`src/rtl/seq_control_unit_if.sv`:
```
// Instruction and memory handshake bundle for seq_control_unit.
// The master side issues instructions and answers memory requests; the slave side is the sequencer.
interface seq_control_unit_if #(
    parameter int INSTR_W     = 10,
    parameter int OPCODE_W    = 4,
    parameter int FIELD_W     = 4,
    parameter int STACK_DEPTH = 8
);
    localparam int IMM_W = INSTR_W - OPCODE_W;
    localparam int SP_W  = $clog2(STACK_DEPTH + 1);

    logic                instr_valid;
    logic [INSTR_W-1:0]  instr;
    logic                instr_ready;
    logic                alu_zero;
    logic                mem_ack;
    logic                mem_req;
    logic                mem_we;
    logic                reg_we;
    logic [FIELD_W-1:0]  reg_sel;
    logic [IMM_W-1:0]    imm_out;
    logic [OPCODE_W-1:0] alu_op;
    logic                pc_inc;
    logic                pc_load;
    logic [SP_W-1:0]     sp;
    logic                flag;
    logic                err_overflow;
    logic                err_underflow;
    logic                err_illegal;
    logic                err_timeout;

    modport master (
        output instr_valid, instr, alu_zero, mem_ack,
        input  instr_ready, mem_req, mem_we, reg_we, reg_sel, imm_out, alu_op,
               pc_inc, pc_load, sp, flag,
               err_overflow, err_underflow, err_illegal, err_timeout
    );

    modport slave (
        input  instr_valid, instr, alu_zero, mem_ack,
        output instr_ready, mem_req, mem_we, reg_we, reg_sel, imm_out, alu_op,
               pc_inc, pc_load, sp, flag,
               err_overflow, err_underflow, err_illegal, err_timeout
    );
endinterface

```
`src/rtl/seq_control_unit.sv`:
```
// Multi-cycle control sequencer: accepts one instruction per handshake and walks it
// through DECODE/EXEC/MEM/WB, owning the compare flag, skip logic, stack pointer and sticky errors.
module seq_control_unit #(
    parameter int INSTR_W     = 10,
    parameter int OPCODE_W    = 4,
    parameter int FIELD_W     = 4,
    parameter int STACK_DEPTH = 8,
    parameter int MEM_TIMEOUT = 15
) (
    input logic             clk,
    input logic             rst,
    seq_control_unit_if.slave bus
);
    localparam int IMM_W  = INSTR_W - OPCODE_W;
    localparam int SP_W   = $clog2(STACK_DEPTH + 1);
    localparam int WAIT_W = $clog2(MEM_TIMEOUT + 1);

    localparam logic [OPCODE_W-1:0] OP_RESULT       = OPCODE_W'(0);
    localparam logic [OPCODE_W-1:0] OP_SET_IMM      = OPCODE_W'(1);
    localparam logic [OPCODE_W-1:0] OP_LOAD_QUERY   = OPCODE_W'(2);
    localparam logic [OPCODE_W-1:0] OP_COMPARE      = OPCODE_W'(3);
    localparam logic [OPCODE_W-1:0] OP_JUMP_BACK    = OPCODE_W'(4);
    localparam logic [OPCODE_W-1:0] OP_INCREMENT    = OPCODE_W'(5);
    localparam logic [OPCODE_W-1:0] OP_IF_DONE      = OPCODE_W'(6);
    localparam logic [OPCODE_W-1:0] OP_STORE_ZERO   = OPCODE_W'(7);
    localparam logic [OPCODE_W-1:0] OP_SET_ARG      = OPCODE_W'(8);
    localparam logic [OPCODE_W-1:0] OP_JUMP_FP      = OPCODE_W'(9);
    localparam logic [OPCODE_W-1:0] OP_SKIP_NOT_ONE = OPCODE_W'(10);
    localparam logic [OPCODE_W-1:0] OP_PUSH         = OPCODE_W'(11);
    localparam logic [OPCODE_W-1:0] OP_POP          = OPCODE_W'(12);
    localparam logic [OPCODE_W-1:0] OP_SET_TEMP     = OPCODE_W'(13);
    localparam logic [OPCODE_W-1:0] OP_RETURN       = OPCODE_W'(14);
    localparam logic [OPCODE_W-1:0] OP_FIRST_ILLEGAL = OPCODE_W'(15);

    typedef enum logic [2:0] {
        S_IDLE,
        S_DECODE,
        S_EXEC,
        S_MEM,
        S_WB,
        S_HALT
    } state_t;

    function automatic logic is_mem_op(input logic [OPCODE_W-1:0] op);
        return (op == OP_LOAD_QUERY) || (op == OP_STORE_ZERO) || (op == OP_PUSH) ||
               (op == OP_POP) || (op == OP_RETURN);
    endfunction

    function automatic logic is_mem_write(input logic [OPCODE_W-1:0] op);
        return (op == OP_STORE_ZERO) || (op == OP_PUSH);
    endfunction

    function automatic logic writes_reg(input logic [OPCODE_W-1:0] op);
        return (op == OP_RESULT) || (op == OP_SET_IMM) || (op == OP_LOAD_QUERY) ||
               (op == OP_INCREMENT) || (op == OP_SET_ARG) || (op == OP_POP) ||
               (op == OP_SET_TEMP);
    endfunction

    function automatic logic loads_pc(input logic [OPCODE_W-1:0] op, input logic cond);
        return (op == OP_JUMP_BACK) || (op == OP_JUMP_FP) || (op == OP_RETURN) ||
               ((op == OP_IF_DONE) && cond);
    endfunction

    state_t               state_q, state_d;
    logic [INSTR_W-1:0]   instr_q, instr_d;
    logic [OPCODE_W-1:0]  opcode_q, opcode_d;
    logic [FIELD_W-1:0]   field_q, field_d;
    logic [IMM_W-1:0]     imm_q, imm_d;
    logic [SP_W-1:0]      sp_q, sp_d;
    logic [WAIT_W-1:0]    wait_q, wait_d;
    logic                 flag_q, flag_d;
    logic                 skip_q, skip_d;
    logic                 mem_we_q, mem_we_d;
    logic                 err_overflow_q, err_overflow_d;
    logic                 err_underflow_q, err_underflow_d;
    logic                 err_illegal_q, err_illegal_d;
    logic                 err_timeout_q, err_timeout_d;

    logic [OPCODE_W-1:0]  dec_opcode;
    logic                 wb_pc_load;

    assign dec_opcode = instr_q[INSTR_W-1 -: OPCODE_W];

    always_ff @(posedge clk or posedge rst) begin
        if (rst) begin
            state_q         <= S_IDLE;
            instr_q         <= '0;
            opcode_q        <= '0;
            field_q         <= '0;
            imm_q           <= '0;
            sp_q            <= '0;
            wait_q          <= '0;
            flag_q          <= 1'b0;
            skip_q          <= 1'b0;
            mem_we_q        <= 1'b0;
            err_overflow_q  <= 1'b0;
            err_underflow_q <= 1'b0;
            err_illegal_q   <= 1'b0;
            err_timeout_q   <= 1'b0;
        end else begin
            state_q         <= state_d;
            instr_q         <= instr_d;
            opcode_q        <= opcode_d;
            field_q         <= field_d;
            imm_q           <= imm_d;
            sp_q            <= sp_d;
            wait_q          <= wait_d;
            flag_q          <= flag_d;
            skip_q          <= skip_d;
            mem_we_q        <= mem_we_d;
            err_overflow_q  <= err_overflow_d;
            err_underflow_q <= err_underflow_d;
            err_illegal_q   <= err_illegal_d;
            err_timeout_q   <= err_timeout_d;
        end
    end

    always_comb begin
        state_d         = state_q;
        instr_d         = instr_q;
        opcode_d        = opcode_q;
        field_d         = field_q;
        imm_d           = imm_q;
        sp_d            = sp_q;
        wait_d          = wait_q;
        flag_d          = flag_q;
        skip_d          = skip_q;
        mem_we_d        = mem_we_q;
        err_overflow_d  = err_overflow_q;
        err_underflow_d = err_underflow_q;
        err_illegal_d   = err_illegal_q;
        err_timeout_d   = err_timeout_q;

        case (state_q)
            S_IDLE: begin
                if (bus.instr_valid) begin
                    instr_d = bus.instr;
                    state_d = S_DECODE;
                end
            end

            S_DECODE: begin
                opcode_d = dec_opcode;
                field_d  = instr_q[INSTR_W-OPCODE_W-1 -: FIELD_W];
                imm_d    = instr_q[IMM_W-1:0];
                // A pending skip squashes this instruction before it can raise any error.
                if (skip_q) begin
                    skip_d  = 1'b0;
                    state_d = S_IDLE;
                end else if (dec_opcode >= OP_FIRST_ILLEGAL) begin
                    err_illegal_d = 1'b1;
                    state_d       = S_HALT;
                end else begin
                    state_d = S_EXEC;
                end
            end

            S_EXEC: begin
                wait_d   = '0;
                mem_we_d = 1'b0;
                if (opcode_q == OP_COMPARE) begin
                    flag_d = bus.alu_zero;
                end
                if (opcode_q == OP_SKIP_NOT_ONE) begin
                    skip_d = ~flag_q;
                end
                if (is_mem_op(opcode_q)) begin
                    if ((opcode_q == OP_PUSH) && (sp_q == SP_W'(STACK_DEPTH))) begin
                        err_overflow_d = 1'b1;
                        state_d        = S_IDLE;
                    end else if (((opcode_q == OP_POP) || (opcode_q == OP_RETURN)) &&
                                 (sp_q == '0)) begin
                        err_underflow_d = 1'b1;
                        state_d         = S_IDLE;
                    end else begin
                        mem_we_d = is_mem_write(opcode_q);
                        state_d  = S_MEM;
                    end
                end else begin
                    state_d = S_WB;
                end
            end

            S_MEM: begin
                // wait_q counts completed MEM cycles without an acknowledge.
                if (bus.mem_ack) begin
                    state_d = S_WB;
                end else if (wait_q == WAIT_W'(MEM_TIMEOUT - 1)) begin
                    err_timeout_d = 1'b1;
                    state_d       = S_HALT;
                end else begin
                    wait_d = wait_q + WAIT_W'(1);
                end
            end

            S_WB: begin
                if (opcode_q == OP_PUSH) begin
                    sp_d = sp_q + SP_W'(1);
                end else if ((opcode_q == OP_POP) || (opcode_q == OP_RETURN)) begin
                    sp_d = sp_q - SP_W'(1);
                end
                state_d = S_IDLE;
            end

            S_HALT: begin
                state_d = S_HALT;
            end

            default: begin
                state_d = S_IDLE;
            end
        endcase
    end

    assign wb_pc_load = (state_q == S_WB) && loads_pc(opcode_q, flag_q);

    assign bus.instr_ready   = (state_q == S_IDLE);
    assign bus.mem_req       = (state_q == S_MEM);
    assign bus.mem_we        = (state_q == S_MEM) && mem_we_q;
    assign bus.reg_we        = (state_q == S_WB) && writes_reg(opcode_q);
    assign bus.pc_load       = wb_pc_load;
    assign bus.pc_inc        = (state_q == S_WB) && !wb_pc_load;
    assign bus.reg_sel       = field_q;
    assign bus.imm_out       = imm_q;
    assign bus.alu_op        = opcode_q;
    assign bus.sp            = sp_q;
    assign bus.flag          = flag_q;
    assign bus.err_overflow  = err_overflow_q;
    assign bus.err_underflow = err_underflow_q;
    assign bus.err_illegal   = err_illegal_q;
    assign bus.err_timeout   = err_timeout_q;
endmodule

```
`src/flat_wrapper.sv`:
```
// flat-port wrapper written by rule: the top's interface ports become plain ports
module seq_control_unit_flat 
#(
    parameter int INSTR_W     = 10,
    parameter int OPCODE_W    = 4,
    parameter int FIELD_W     = 4,
    parameter int STACK_DEPTH = 8,
    parameter int MEM_TIMEOUT = 15
)
  (clk, rst, bus_instr_valid, bus_instr, bus_alu_zero, bus_mem_ack, bus_instr_ready, bus_mem_req, bus_mem_we, bus_reg_we, bus_reg_sel, bus_imm_out, bus_alu_op, bus_pc_inc, bus_pc_load, bus_sp, bus_flag, bus_err_overflow, bus_err_underflow, bus_err_illegal, bus_err_timeout);
  seq_control_unit_if #(.INSTR_W(INSTR_W), .OPCODE_W(OPCODE_W), .FIELD_W(FIELD_W), .STACK_DEPTH(STACK_DEPTH)) bus_i ();
  input logic clk;
  input logic rst;
  input wire logic [$bits(bus_i.instr_valid)-1:0] bus_instr_valid;
  input wire logic [$bits(bus_i.instr)-1:0] bus_instr;
  input wire logic [$bits(bus_i.alu_zero)-1:0] bus_alu_zero;
  input wire logic [$bits(bus_i.mem_ack)-1:0] bus_mem_ack;
  output wire logic [$bits(bus_i.instr_ready)-1:0] bus_instr_ready;
  output wire logic [$bits(bus_i.mem_req)-1:0] bus_mem_req;
  output wire logic [$bits(bus_i.mem_we)-1:0] bus_mem_we;
  output wire logic [$bits(bus_i.reg_we)-1:0] bus_reg_we;
  output wire logic [$bits(bus_i.reg_sel)-1:0] bus_reg_sel;
  output wire logic [$bits(bus_i.imm_out)-1:0] bus_imm_out;
  output wire logic [$bits(bus_i.alu_op)-1:0] bus_alu_op;
  output wire logic [$bits(bus_i.pc_inc)-1:0] bus_pc_inc;
  output wire logic [$bits(bus_i.pc_load)-1:0] bus_pc_load;
  output wire logic [$bits(bus_i.sp)-1:0] bus_sp;
  output wire logic [$bits(bus_i.flag)-1:0] bus_flag;
  output wire logic [$bits(bus_i.err_overflow)-1:0] bus_err_overflow;
  output wire logic [$bits(bus_i.err_underflow)-1:0] bus_err_underflow;
  output wire logic [$bits(bus_i.err_illegal)-1:0] bus_err_illegal;
  output wire logic [$bits(bus_i.err_timeout)-1:0] bus_err_timeout;
  assign bus_i.instr_valid = bus_instr_valid;
  assign bus_i.instr = bus_instr;
  assign bus_i.alu_zero = bus_alu_zero;
  assign bus_i.mem_ack = bus_mem_ack;
  assign bus_instr_ready = bus_i.instr_ready;
  assign bus_mem_req = bus_i.mem_req;
  assign bus_mem_we = bus_i.mem_we;
  assign bus_reg_we = bus_i.reg_we;
  assign bus_reg_sel = bus_i.reg_sel;
  assign bus_imm_out = bus_i.imm_out;
  assign bus_alu_op = bus_i.alu_op;
  assign bus_pc_inc = bus_i.pc_inc;
  assign bus_pc_load = bus_i.pc_load;
  assign bus_sp = bus_i.sp;
  assign bus_flag = bus_i.flag;
  assign bus_err_overflow = bus_i.err_overflow;
  assign bus_err_underflow = bus_i.err_underflow;
  assign bus_err_illegal = bus_i.err_illegal;
  assign bus_err_timeout = bus_i.err_timeout;
  seq_control_unit #(.INSTR_W(INSTR_W), .OPCODE_W(OPCODE_W), .FIELD_W(FIELD_W), .STACK_DEPTH(STACK_DEPTH), .MEM_TIMEOUT(MEM_TIMEOUT)) u_core (.clk(clk), .rst(rst), .bus(bus_i));
endmodule
```
`config.mk`:
```
export PLATFORM = sky130hd
export DESIGN_NAME = seq_control_unit_flat
export DESIGN_NICKNAME = d
export VERILOG_FILES = /design/src/rtl/seq_control_unit_if.sv /design/src/rtl/seq_control_unit.sv /design/src/flat_wrapper.sv
export SDC_FILE = /design/constraint.sdc
export NUM_CORES = 1
export LEC_CHECK = 0
export BUFFER_PORTS_ARGS = -buffer_cell sky130_fd_sc_hd__buf_4
export CAP_MARGIN = 20
export CORE_ASPECT_RATIO = 2
export CORE_MARGIN = 4
export CORE_UTILIZATION = 57
export DETAILED_ROUTE_END_ITERATION = 16
export PLACE_DENSITY = 0.93
export SLEW_MARGIN = 20
export SYNTH_ARGS = -nofsm -noshare
export SYNTH_HDL_FRONTEND = slang
export SYNTH_SLANG_ARGS = --single-unit
```
`constraint.sdc`:
```
create_clock -name clk -period 5.1 [get_ports clk]
set_input_delay 0 -clock clk [delete_from_list [all_inputs] [get_ports clk]]
set_output_delay 0 -clock clk [all_outputs]
set_load 0.02 [all_outputs]
```
==> results of run 1 <==
power by group:
| group | switching [mW] | total (mW) | internal [mW] |
|---|---|---|---|
| logic | 0.383 | 0.736 | 0.352 |
| clock network | 0.101 | 0.205 | 0.104 |
| registers | 0.184 | 0.612 | 0.428 |
| total | 0.668 | 1.55 | 0.885 |
worst max-delay path, cell delays in order, from the launching register on:
cell and delay, ps:
dfrtp_1 670, nand4b_2 350, ha_1 440, a21oi_1 180, and3_1 190, o21ai_2 60
xnor2_1 130
layer usage:
| metal | track usage [%] | vias to the layer above |
|---|---|---|
| met2 | 42.2 | 95 |
| met1 | 25.7 | 786 |
| met3 | 6.45 | 22 |
| met5 | 0 | - |
| li1 | - | 707 |
| met4 | 14.5 | 0 |
cell type report:
| cell class | instances | area share [%] |
|---|---|---|
| clock buffers | 6 | 3.38 |
| inverters | 3 | 0.461 |
| multi-input cells | 118 | 37.2 |
| flip-flops and latches | 38 | 38.9 |
| well taps | 31 | 1.59 |
| repair buffers | 56 | 18.4 |
cells by family (layout without fill, tap and decap cells):
family | after synthesis | count (layout) | share of synthesized area [%]
AOI/OAI and AO/OA | 27 | 27 | 9.78
xor gates and xnor gates | 6 | 6 | 2.69
adders and majority gates | 5 | 5 | 3.58
buffers and inverters | 15 | 65 | 4.99
DFF | 38 | 38 | 48.6
muxes | 24 | 24 | 13.8
and+or+nand+nor | 56 | 56 | 16.6
state kept, by name, indices dropped and copies added (netlist names):
signal,cells
u_core.instr_q,10
u_core.wait_q,4
u_core.bus.err_illegal,1
u_core.state_q,3
u_core.bus.err_underflow,1
u_core.bus.flag,1
u_core.bus.err_overflow,1
u_core.mem_we_q,1
u_core.bus.sp,4
u_core.bus.err_timeout,1
u_core.bus.imm_out,6
u_core.bus.alu_op,4
u_core.skip_q,1
timing repair:
item	in CTS	in global routing
hold buffers	12	0
buffers inserted	0	0
gates resized for setup	0	0
endpoints found under the hold margin	49	0
cell usage in the layout, fill, tap and decap left out, drive strengths merged, types with 3 or more instances in the layout:
cell type	netlist	routed
a21oi	6	6
and2	3	3
and3	3	3
buf	11	44
clkbuf	1	6
dfrtp	38	38
dlygate4sd3	0	12
ha	4	4
inv	3	3
mux2	21	21
mux2i	3	3
nand2	10	10
nand2b	4	4
nand3	5	5
nor2	10	10
nor2b	6	6
nor3	4	4
o21ai	6	6
xor2	4	4
path summary, 6_finish.rpt:
kind / startpoint / endpoint / slack (ps) / depth (start not counted)
worst max-delay path: u_core.bus.alu_op[3] / u_core.bus.sp[3] / 2960 / 6
worst min-delay path: bus_mem_ack / u_core.bus.err_timeout / 40 / 3
worst max register to register: u_core.bus.alu_op[3] / u_core.bus.sp[3] / 2960 / 6
worst min register to register: u_core.bus.err_timeout / u_core.bus.err_timeout / 460 / 1
max in group asynchronous: rst / u_core.bus.sp[2] / 4350 / 4
min in group asynchronous: rst / u_core.bus.err_illegal / 410 / 4
metrics by stage:
step / util (%) / worst slack, ps / area (um2) / hold WS, ps / instances
6_report: 75.6 / 2960 / 2440 / 40.1 / 252
5_1_grt: 75.6 / 2780 / 2440 / 63.2 / 252
4_1_cts: 75.6 / 3020 / 2440 / 44.5 / 252
3_5_place_dp: 69.4 / 3050 / 2240 / 160 / 234
3_3_place_gp: 69.4 / 3130 / 2240 / 141 / 234
2_1_floorplan: - / 3090 / 1960 / 152 / 171
==> results.sh, run 1 <==
export IMPL_status="finished clean"
export IMPL_ctsLongestPathBuffers=2
export IMPL_core_area_um2=3230
export IMPL_syn_num_nets=191
export IMPL_gp_congestion=0.871
export IMPL_antenna_cells=0
export IMPL_rsz0062_at_grt="no"
export IMPL_synth_edf_count=0
export IMPL_drive_gt1_share_pct=34.8
export IMPL_tns_ps=0
export IMPL_yosysTopAreaCell="dfrtp_1"
export IMPL_hold_violations=0
export IMPL_ctsHtreeMaxLevel=2
export IMPL_cts_made_buffers=5
export IMPL_antenna_found_initial=0
export IMPL_grt_pass1_wl_mm=8.43
export IMPL_ys_types=48
export IMPL_total_power_mw=1.55
export IMPL_drc=0
export IMPL_slew_headroom_pct=56.2
export IMPL_grt_pass1_vias=1744
export IMPL_synth_top_flop_cell="dfrtp_1"
export IMPL_drv_slew=0
export IMPL_met3_length_um=384
export IMPL_fp_dieH_um=90.9
export IMPL_initial_core_util_pct=60.6
export IMPL_yosysSeqAreaShare_pct=48.6
export IMPL_drt_initial_drc_count=68
export IMPL_dieArea_um2=4490
export IMPL_cts_tree="built"
export IMPL_ir_drop_v=0.000496
export IMPL_worstSetupPathType="register to register"
export IMPL_power_density_nw_per_um2=636
export IMPL_crit_required_ps=5270
export IMPL_dr_wl_met2_mm=2.75
export IMPL_hold_class="input port to register"
export IMPL_post_route_min_period_ps=2140
export IMPL_avgSynthCellArea_um2=11.4
export IMPL_globalRouteOverflowTotal=0
export IMPL_top_layer="met4"
export IMPL_cp_start_kind="register"
export IMPL_rows=29
export IMPL_clkSinkCount=38
export IMPL_path_clk_slew_ps=70
export IMPL_seqCellArea_um2=951
export IMPL_vias=1610
export IMPL_synth_most_common_cell="dfrtp_1"
export IMPL_hpwl_mm=3.12
export IMPL_synth_commonest_cells="dfrtp_1 (38), mux2_2 (20), nand2_1 (10), nor2_1 (9), buf_4 (6)"
export IMPL_period_share_pct=42.0
export IMPL_layout_nets=242
export IMPL_p_leak_nw=1.15
export IMPL_wl_met1_mm=1.69
export IMPL_setup_violations_final=0
export IMPL_via_per_inst=6.39
export IMPL_insertion_delay_ps=290
export IMPL_io_buffers=43
export IMPL_timing_fmax_mhz=467
export IMPL_clock_skew_ps=6.29
export IMPL_cap_viol_max_count=0
export IMPL_wl_per_cell_um=20.0
export IMPL_cts_root_buffer="clkbuf_8"
export IMPL_grt_usage_pct=24.4
export IMPL_synth_async_sr_flop_share_pct=100
export IMPL_synth_top_area_share_pct=48.6
export IMPL_fillers=183
export IMPL_drtAntennaViolNets=0
export IMPL_multi_input_area_um2=908
export IMPL_ys_warn_count=0
export IMPL_crit_arrival_ps=2310
export IMPL_synthCells=171
export IMPL_ioPinCount=44
export IMPL_netlist_area_um2=1960
export IMPL_area_growth_pct=24.8
export IMPL_yosys_top_cells_area="dfrtp_1 (49%), mux2_2 (12%), ha_1 (2.6%)"
export IMPL_die_width_um=49.4
export IMPL_cp_end_kind="register"
export IMPL_crit_fanout=15
export IMPL_ys_seq_elements=38
export IMPL_wirelength_mm=5.04
export IMPL_worst_pin_slew_ps=656
export IMPL_grt_max_degree=39
export IMPL_drt_pass1_iter_count=4
(Power assumes the default switching activity.)
==> run 2: changes to the inputs <==
--- a/config.mk
+++ b/config.mk
@@ -9,9 +9,9 @@
 export CAP_MARGIN = 20
 export CORE_ASPECT_RATIO = 2
 export CORE_MARGIN = 4
-export CORE_UTILIZATION = 57
+export CORE_UTILIZATION = 53
 export DETAILED_ROUTE_END_ITERATION = 16
-export PLACE_DENSITY = 0.93
+export PLACE_DENSITY = 0.88
 export SLEW_MARGIN = 20
 export SYNTH_ARGS = -nofsm -noshare
 export SYNTH_HDL_FRONTEND = slang
==> constraint.sdc (replaced) <==
create_clock -name clk -period 2 [get_ports clk]
set_input_delay 0 -clock clk [delete_from_list [all_inputs] [get_ports clk]]
set_output_delay 0 -clock clk [all_outputs]
set_load 0.02 [all_outputs]
==> run 2 against run 1 <==
Against the previous run:
- core utilization fell by 4.8 points
- highest routed layer unchanged
- sequential share of layout area down 1.7 points
- clock skew fell by 2.5 ps
- setup slack worse by 2700 ps
- largest cell class unchanged
- final area increased by 4.6%
==> results.sh, run 2 (synthesis results as in run 1) <==
export IMPL_drt_pass1_iter_count=4
export IMPL_drtAntennaViolNets=0
export IMPL_wl_per_cell_um=16.6
export IMPL_cts_root_buffer="clkbuf_8"
export IMPL_setup_violations_final=0
export IMPL_layout_nets=249
export IMPL_worstHoldEndpoint="u_core.bus.err_timeout"
export IMPL_antenna_found_initial=0
export IMPL_layout_cells_most_common="buf_4"
export IMPL_drc=0
export IMPL_status="finished clean"
export IMPL_ff2ff_setup_slack_ps=230
export IMPL_period_share_pct=88.5
export IMPL_top_register="u_core.instr_q"
export IMPL_cap_viol_max_count=0
export IMPL_finish_utilization_pct=70.8
export IMPL_ioPinCount=44
export IMPL_grt_pass1_wl_mm=7.82
export IMPL_vias=1539
export IMPL_dieArea_um2=4790
export IMPL_die_width_um=51.0
export IMPL_cts_repair_resized=0
export IMPL_drive_gt1_share_pct=37.4
export IMPL_io_buffers=43
export IMPL_ir_drop_v=0.00116
export IMPL_fp_dieH_um=93.9
export IMPL_crit_required_ps=2180
export IMPL_initial_core_util_pct=54.2
export IMPL_cts_made_buffers=5
export IMPL_p_leak_nw=1.20
export IMPL_total_power_mw=4.10
export IMPL_worst_slack_ps=230
export IMPL_design_area_um2=2550
export IMPL_post_route_min_period_ps=1770
export IMPL_min_delay_start="bus_mem_ack"
export IMPL_r2r_end="u_core.bus.sp[3]"
export IMPL_post_place_ws_ps=264
export IMPL_reg2reg_depth=6
export IMPL_cp_end_kind="register"
export IMPL_crit_fanout=9
export IMPL_globalRouteOverflowTotal=0
export IMPL_timing_rr_start="u_core.bus.alu_op[1]"
export IMPL_most_common_layout_cells="buf_4 (51), dfrtp_1 (38), mux2_2 (20)"
export IMPL_hold_violations=0
export IMPL_drt_initial_drc_count=22
export IMPL_timing_fmax_mhz=565
export IMPL_antenna_cells=0
export IMPL_grt_max_degree=39
export IMPL_tns_ps=0
export IMPL_core_area_um2=3610
export IMPL_clkSinkCount=38
export IMPL_gp_congestion=0.836
export IMPL_fillers=246
export IMPL_hold_class="input port to register"
export IMPL_worstSetupPathType="register to register"
export IMPL_rsz0062_at_grt="no"
export IMPL_cts_tree="built"
export IMPL_clock_skew_ps=3.80
export IMPL_rows=31
export IMPL_wirelength_mm=4.63
export IMPL_ctsLongestPathBuffers=2
export IMPL_power_density_nw_per_um2=1600
export IMPL_ctsHtreeMaxLevel=2
export IMPL_worst_pin_slew_ps=530
export IMPL_insertion_delay_ps=290
export IMPL_drv_slew=0
export IMPL_grt_usage_pct=22.0
export IMPL_area_growth_pct=30.5
export IMPL_path_clk_slew_ps=70
export IMPL_largest_reg_flops=10
export IMPL_grt_pass1_vias=1609
export IMPL_crit_arrival_ps=1950
export IMPL_cp_start_kind="register"
export IMPL_min_path_cells=3
export IMPL_via_per_inst=5.52
export IMPL_slew_headroom_pct=64.6
export IMPL_hpwl_mm=3.04
export IMPL_placed_cell_area_um2=2320
## run 2: cell types whose count changed in the layout (fill, tap and decap cells not counted), sizes merged
| cell | delta |
|---|---|
| buf | +7 |
| clkbuf | +2 |
## run 2: area by class of cell
type / instances / area, um2 / area share [%]
sequential: 38 / 951 / 37.2
clock buffer: 8 / 110 / 4.31
tap: 49 / 61.3 / 2.40
timing repair buffer: 63 / 503 / 19.7
inverter: 3 / 11.3 / 0.441
multi-input combinational: 118 / 917 / 35.9
## run 2: worst max path at each step
| stage | cells past startpoint | endpoint | from | slack, ps |
|---|---|---|---|---|
| 2_1_floorplan | 7 | u_core.bus.sp[3] | u_core.bus.alu_op[2] | 120 |
| 3_3_place_gp | 6 | u_core.bus.sp[3] | u_core.bus.alu_op[1] | 310 |
| 3_5_place_dp | 6 | u_core.bus.sp[3] | u_core.bus.alu_op[1] | 260 |
| 4_1_cts | 3 | u_core.instr_q[9] | u_core.state_q[0] | 260 |
| 5_1_grt | 6 | u_core.bus.sp[3] | u_core.bus.alu_op[1] | 90 |
| 6_report | 6 | u_core.bus.sp[3] | u_core.bus.alu_op[1] | 230 |
## run 2: critical path, cell delays in order, from the launching register on
cell and delay, ps:
dfrtp_1 490, nand4b_4 230, ha_1 380, a21oi_1 190
and3_1 190, o21ai_2 60, xnor2_1 120
## run 2: layer usage
layer | vias up | GRT usage (%) | share of wire, %
met1 | 768 | 23.2 | 35
met2 | 38 | 40.4 | 58
met4 | 0 | 9.44 | 2.5
met5 | - | 0 | 0
met3 | 11 | 4.77 | 4.7
li1 | 722 | - | -
## run 2: where the power goes
part,total (mW),switching (mW),internal [mW]
clock,0.613,0.264,0.348
combinational,2.04,1.05,0.988
sequential,1.44,0.348,1.09
## run 2: stage by stage
| stage | hold slack [ps] | instances |
|---|---|---|
| after CTS | 39.9 | 279 |
| after global routing | 45.3 | 279 |
| after floorplan | 152 | 171 |
| final | 46.1 | 279 |
| after detailed placement | 149 | 259 |
| after global placement | 142 | 259 |
## run 2: timing repair
| action | 4_1_cts | 5_1_grt |
|---|---|---|
| buffers inserted | 0 | 0 |
| hold endpoints to repair | 49 | 0 |
| hold buffers | 12 | 0 |
